File: src/rtl/param_maze_fsm.sv
// Table-driven maze walker: debounced, edge-detected buttons step a token between rooms.
// Latency: BTN stable high first sampled at edge k -> STATE_OUT updates at edge k+2+DEBOUNCE_CYC.
// Backpressure: none; raw button levels in, registered room/goal/pulse/count out, no stalls.
//
// Ports:
//   CLK        system clock, rising edge
//   RESET      asynchronous active-high reset; every flop clears without a clock edge
//   BTN        raw asynchronous button levels, index 0 = LEFT, 1 = CENTRE, 2 = RIGHT
//   RESTART    synchronous return to START_STATE, clears MOVES, beats any press that cycle
//   STATE_OUT  current room (registered)
//   AT_GOAL    STATE_OUT == GOAL_STATE (registered alongside STATE_OUT)
//   MOVE_PULSE one-cycle strobe coincident with a room change
//   MOVES      saturating accepted-move count
//
// Build option: define MAZE_MOVE_COUNT_EN to implement the MOVE_W-bit move counter;
// when undefined there are no counter flops and MOVES is tied to zero.
module param_maze_fsm #(
  parameter int STATE_W      = 3,
  parameter int N_BTN        = 3,
  parameter int DEBOUNCE_CYC = 4,
  parameter int START_STATE  = 0,
  parameter int GOAL_STATE   = 7,
  parameter int LOCK_GOAL    = 1,
  parameter int MOVE_W       = 8,
  // entry(s,b) = TRANS_TABLE[(s*N_BTN+b)*STATE_W +: STATE_W]
  // listed from room 7 down to room 0, each room as {RIGHT, CENTRE, LEFT}
  parameter logic [(2**STATE_W)*N_BTN*STATE_W-1:0] TRANS_TABLE = {
    3'd7, 3'd7, 3'd7,   // s7
    3'd2, 3'd6, 3'd0,   // s6
    3'd0, 3'd3, 3'd5,   // s5
    3'd7, 3'd6, 3'd4,   // s4
    3'd2, 3'd3, 3'd4,   // s3
    3'd2, 3'd1, 3'd0,   // s2
    3'd2, 3'd1, 3'd5,   // s1
    3'd0, 3'd6, 3'd0    // s0
  }
) (
  input  logic               CLK,
  input  logic               RESET,
  input  logic [N_BTN-1:0]   BTN,
  input  logic               RESTART,
  output logic [STATE_W-1:0] STATE_OUT,
  output logic               AT_GOAL,
  output logic               MOVE_PULSE,
  output logic [MOVE_W-1:0]  MOVES
);

  localparam int                 DB_W    = (DEBOUNCE_CYC > 1) ? $clog2(DEBOUNCE_CYC) : 1;
  localparam logic [DB_W-1:0]    DB_LAST = DB_W'(DEBOUNCE_CYC - 1);
  localparam logic [STATE_W-1:0] START_S = STATE_W'(START_STATE);
  localparam logic [STATE_W-1:0] GOAL_S  = STATE_W'(GOAL_STATE);

  // ---------------------------------------------------------------------------
  // Input path: 2-FF synchroniser, debounce, rising-edge detect
  // ---------------------------------------------------------------------------
  logic [N_BTN-1:0] sync1;
  logic [N_BTN-1:0] sync2;
  logic [N_BTN-1:0] deb;
  logic [N_BTN-1:0] deb_q;
  logic [DB_W-1:0]  db_cnt [N_BTN];
  logic [N_BTN-1:0] press;

  // db_cnt counts consecutive synchronised samples that disagree with the
  // accepted level; any agreeing sample restarts it, so only an unbroken run
  // of DEBOUNCE_CYC disagreeing samples flips the accepted level.
  always_ff @(posedge CLK or posedge RESET) begin
    if (RESET) begin
      sync1 <= '0;
      sync2 <= '0;
      deb   <= '0;
      deb_q <= '0;
      for (int i = 0; i < N_BTN; i++) begin
        db_cnt[i] <= '0;
      end
    end else begin
      sync1 <= BTN;
      sync2 <= sync1;
      deb_q <= deb;
      for (int i = 0; i < N_BTN; i++) begin
        if (sync2[i] == deb[i]) begin
          db_cnt[i] <= '0;
        end else if (db_cnt[i] == DB_LAST) begin
          deb[i]    <= sync2[i];
          db_cnt[i] <= '0;
        end else begin
          db_cnt[i] <= db_cnt[i] + 1'b1;
        end
      end
    end
  end

  // One event per accepted 0->1 of the debounced level; release is silent.
  assign press = deb & ~deb_q;

  // ---------------------------------------------------------------------------
  // Walker: next-room selection (combinational)
  // ---------------------------------------------------------------------------
  logic               sel_vld;
  int                 sel_idx;
  logic [STATE_W-1:0] nxt_room;
  logic               locked;
  logic               take_move;
  logic [STATE_W-1:0] room_d;
  logic               pulse_d;

  always_comb begin
    sel_vld   = 1'b0;
    sel_idx   = 0;
    nxt_room  = STATE_OUT;
    locked    = 1'b0;
    take_move = 1'b0;
    room_d    = STATE_OUT;
    pulse_d   = 1'b0;

    // Lowest-index press wins; other same-cycle presses are simply dropped.
    for (int b = 0; b < N_BTN; b++) begin
      if (press[b] && !sel_vld) begin
        sel_vld = 1'b1;
        sel_idx = b;
      end
    end

    nxt_room  = TRANS_TABLE[(int'(STATE_OUT) * N_BTN + sel_idx) * STATE_W +: STATE_W];
    locked    = (LOCK_GOAL != 0) && (STATE_OUT == GOAL_S);
    // A self-loop entry is not a move: no pulse, no count.
    take_move = sel_vld && !locked && (nxt_room != STATE_OUT);

    if (RESTART) begin
      room_d = START_S;
    end else if (take_move) begin
      room_d  = nxt_room;
      pulse_d = 1'b1;
    end
  end

  // ---------------------------------------------------------------------------
  // Walker: state register
  // ---------------------------------------------------------------------------
  always_ff @(posedge CLK or posedge RESET) begin
    if (RESET) begin
      STATE_OUT  <= START_S;
      AT_GOAL    <= (START_S == GOAL_S);
      MOVE_PULSE <= 1'b0;
    end else begin
      STATE_OUT  <= room_d;
      AT_GOAL    <= (room_d == GOAL_S);
      MOVE_PULSE <= pulse_d;
    end
  end

  // ---------------------------------------------------------------------------
  // Move counter
  // ---------------------------------------------------------------------------
`ifdef MAZE_MOVE_COUNT_EN
  logic [MOVE_W-1:0] moves_q;

  always_ff @(posedge CLK or posedge RESET) begin
    if (RESET) begin
      moves_q <= '0;
    end else if (RESTART) begin
      moves_q <= '0;
    end else if (pulse_d && (moves_q != {MOVE_W{1'b1}})) begin
      moves_q <= moves_q + 1'b1;
    end
  end

  assign MOVES = moves_q;
`else
  assign MOVES = '0;
`endif

endmodule

File: config.mk
export PLATFORM = sky130hd
export DESIGN_NAME = param_maze_fsm
export DESIGN_NICKNAME = d
export VERILOG_FILES = /design/src/rtl/param_maze_fsm.sv
export SDC_FILE = /design/constraint.sdc
export NUM_CORES = 1
export LEC_CHECK = 0
export BUFFER_PORTS_ARGS = -buffer_cell sky130_fd_sc_hd__buf_2
export CORE_MARGIN = 10
export CORE_UTILIZATION = 55
export CTS_BUF_LIST = sky130_fd_sc_hd__clkbuf_16
export CTS_CLUSTER_DIAMETER = 40
export DETAILED_ROUTE_END_ITERATION = 10
export HOLD_SLACK_MARGIN = 0.02
export PLACE_DENSITY_LB_ADDON = 0.25
export SYNTH_ARGS = -nofsm -noshare
export SYNTH_HDL_FRONTEND = slang
export SYNTH_SLANG_ARGS = --single-unit
File: constraint.sdc
create_clock -name CLK -period 12.4 [get_ports CLK]
set_input_delay 1.24 -clock CLK [delete_from_list [all_inputs] [get_ports CLK]]
set_output_delay 1.24 -clock CLK [all_outputs]
set_load 0.02 [all_outputs]
==> results by group <==
Clock network
  – Worst-Skew Late Latency: 0.25 ns
  – # clock sinks: 23
  – CTS tree: built
  – CTS clk-pin slew, worst paths: 0.05 ns
  – Post-cts resize count: 0
  – Cts bufs inserted: 3
  – Post-CTS Setup Inserts: 0
  – Clk buf depth: 2
  – Root Buffer: clkbuf_16
  – H-tree levels: 1
  – Hold Buf Count CTS: 0

Drt
  – Vias per std cell: 5.55
  – DRT Wirelength: 3640 microns
  – Post-route antenna net violation count: 0
  – DR iter-0 viols: 135
  – DR vias: 1,392
  – Router iterations before antenna repair: 4
  – DR DRC count: 0
  – Wire length per cell: 14.5 microns

Timing
  – RSZ-0062 raised after global routing: no
  – Clk_skew: 0.00101 ns
  – Tmin final: 5.03 ns
  – Highest clock rate: 199 MHz
  – Final Slew Violations: 0
  – Endpoints failing hold: 0
  – Final worst-path cycle share: 40.6%
  – Slew @ Worst Pin: 0.984 ns
  – Max-slew headroom: 33.9%
  – Setup_tns: 0 ns
  – Final setup viols: 0

Hold path
  – Worst Hold Depth: 0
  – Hold Path End: sync2[1]
  – Hold Crit Start: sync1[1]
  – Hold Path Class: reg2reg

Synth
  – Seq/Total Area, Yosys: 29.9%
  – Mean Syn Cell Area: 9.81 sq um
  – Synth Cell Area: 1920 sq um
  – Synth area leader: dfrtp_1
  – EDFF count, synth: 0
  – Post-synthesis register bit count: 23
  – Yosys cell types: 50
  – Primary FF master, synth: dfrtp_1
  – Top cell type's share of synthesized area: 29.9%
  – Cell count after synthesis: 196
  – Yosys warning count: 0
  – Async SR Flop Fraction: 100%
  – Largest cells by area after synthesis: dfrtp_1 30%, ha_1 16%, xnor2_1 4.6%

Placement
  – DP Cell Count: 247
  – Port Buf Inserts: 10
  – GP Congestion: 0.952
  – DP Wirelength: 2850 microns

Worst setup path
  – Critical Path RT: 12.56 ns
  – Reg2reg setup slack: 7.37 ns
  – R2R depth: 16
  – Crit Path Category: reg2reg
  – Crit path max fanout: 11
  – Crit path launch type: flip-flop
  – Worst reg2reg path startpoint: deb[0]
  – Worst Setup End Kind: flip-flop
  – CP Data Arrival Time: 5.19 ns
  – RR Endpoint: MOVE_PULSE
  – Crit path from: deb[0]

Global routing
  – Number of global-route vias before repair: 1,401
  – First-pass GRT wire length: 6540 microns
  – Initial antenna violation count: 0
  – Largest net degree at the start of global routing: 24
  – Global route overflow: 0
  – Total Routing Usage GR: 12.3%

Floorplan
  – Full die area: 6260 sq um
  – Die Y-Extent: 79.1 microns
  – Core area: 3360 sq um
  – Standard-cell rows: 21
  – Starting Density: 57.1%
  – Die W: 79.1 microns
  – Io pins: 19

Final layout
  – Fraction of layout cells with a size suffix above 1: 15.6%
  – Finished Layout Cells: 251
  – Post-layout net count: 240
  – Commonest non-fill, non-tap cell in the layout: ha_1
  – Ant diodes: 0
  – Most frequent cells in the layout: 25 x ha_1, 23 x dfrtp_1, 19 x inv_1
  – Area delta synth->final: 6.25%

Run status
  – Status: finished, final reports clean

Job
  – Max_cap viols: 0
-- stage by stage --
step | util (%) | hold slack, ns | worst slack, ns | cell area, sq um
floorplan | - | 0.331 | 8.11 | 1950
global placement | 58.4 | 0.333 | 7.65 | 1960
detailed placement | 58.4 | 0.339 | 7.43 | 1960
CTS | 60.7 | 0.352 | 7.40 | 2040
global route | 60.7 | 0.364 | 6.91 | 2040
finish | 60.7 | 0.350 | 7.37 | 2040
-- critical path, stage by stage, from the launching register on --
cell      delay, ns
dfrtp_1        0.40
nor2b_1        0.15
a21oi_1        0.20
nand3b_1       0.18
fa_1           0.78
inv_1          0.20
ha_1           0.32
ha_1           0.18
inv_1          0.06
fa_1           0.44
xnor2_1        0.80
mux2i_1        0.17
o31a_1         0.27
a211oi_1       0.27
nor3_2         0.11
xnor2_1        0.15
a311oi_2       0.24
-- metal layers --
metal,global-route usage (%),part of all wire [%],up-vias
li1,-,-,681
met1,16.1,45,672
met2,20.2,48,37
met3,3.49,6.5,2
met4,1.61,0.17,0
met5,0,0,-
-- cell type report --
| class | instances | area (sq um) |
|---|---|---|
| Fill cell | 288 | 1320 |
| Multi-Input combinational cell | 150 | 1210 |
| Sequential cell | 23 | 576 |
| Clock buffer | 3 | 75.1 |
| Inverter | 18 | 67.6 |
| Tap cell | 46 | 57.6 |
| Timing Repair Buffer | 10 | 50.0 |
| Clock inverter | 1 | 3.75 |
-- worst max path at each step --
stage,endpoint,slack (ns)
4_1_cts,MOVE_PULSE,7.40
2_1_floorplan,MOVE_PULSE,8.11
5_1_grt,MOVE_PULSE,6.91
3_5_place_dp,MOVE_PULSE,7.43
6_report,MOVE_PULSE,7.37
3_3_place_gp,MOVE_PULSE,7.65
-- sequential cells by signal, summed over array words and instances, names as in the netlist --
| signal | flops |
|---|---|
| deb | 3 |
| STATE_OUT | 3 |
| AT_GOAL | 1 |
| deb_q | 3 |
| db_cnt | 6 |
| sync2 | 3 |
| MOVE_PULSE | 1 |
| sync1 | 3 |
-- Yosys cell counts (2+ instances only) --
library cell,instances
ha_1,25
dfrtp_1,23
inv_1,18
nand2_1,12
xnor2_1,10
a21oi_1,8
buf_4,8
nor3_1,8
o21ai_0,8
nor2_1,6
mux2i_1,5
nor2b_1,5
nand2b_1,4
fa_1,3
nand3_1,3
nor3b_1,3
a211oi_1,2
a21o_1,2
a31oi_1,2
clkbuf_1,2
mux2_2,2
nand2_2,2
nand3b_1,2
nor3_2,2
o2111ai_1,2
o211ai_1,2
o31a_1,2
xor2_1,2
xor2_2,2
-- kinds of logic (layout without fill, tap and decap cells) --
logic type	Yosys count	after routing	share of synthesized area [%]
simple gates	52	52	15.2
compound gates	40	40	15.2
buf+inv	30	32	8.33
fa+ha+maj	28	28	19.4
flops	23	23	29.9
xor+xnor	14	14	7.16
mux	8	8	4.56
other cells	1	8	0.195
Power is left out: the tool's default activity adds up to more than one toggle a clock period on the data nets, which glitch-free logic cannot reach.
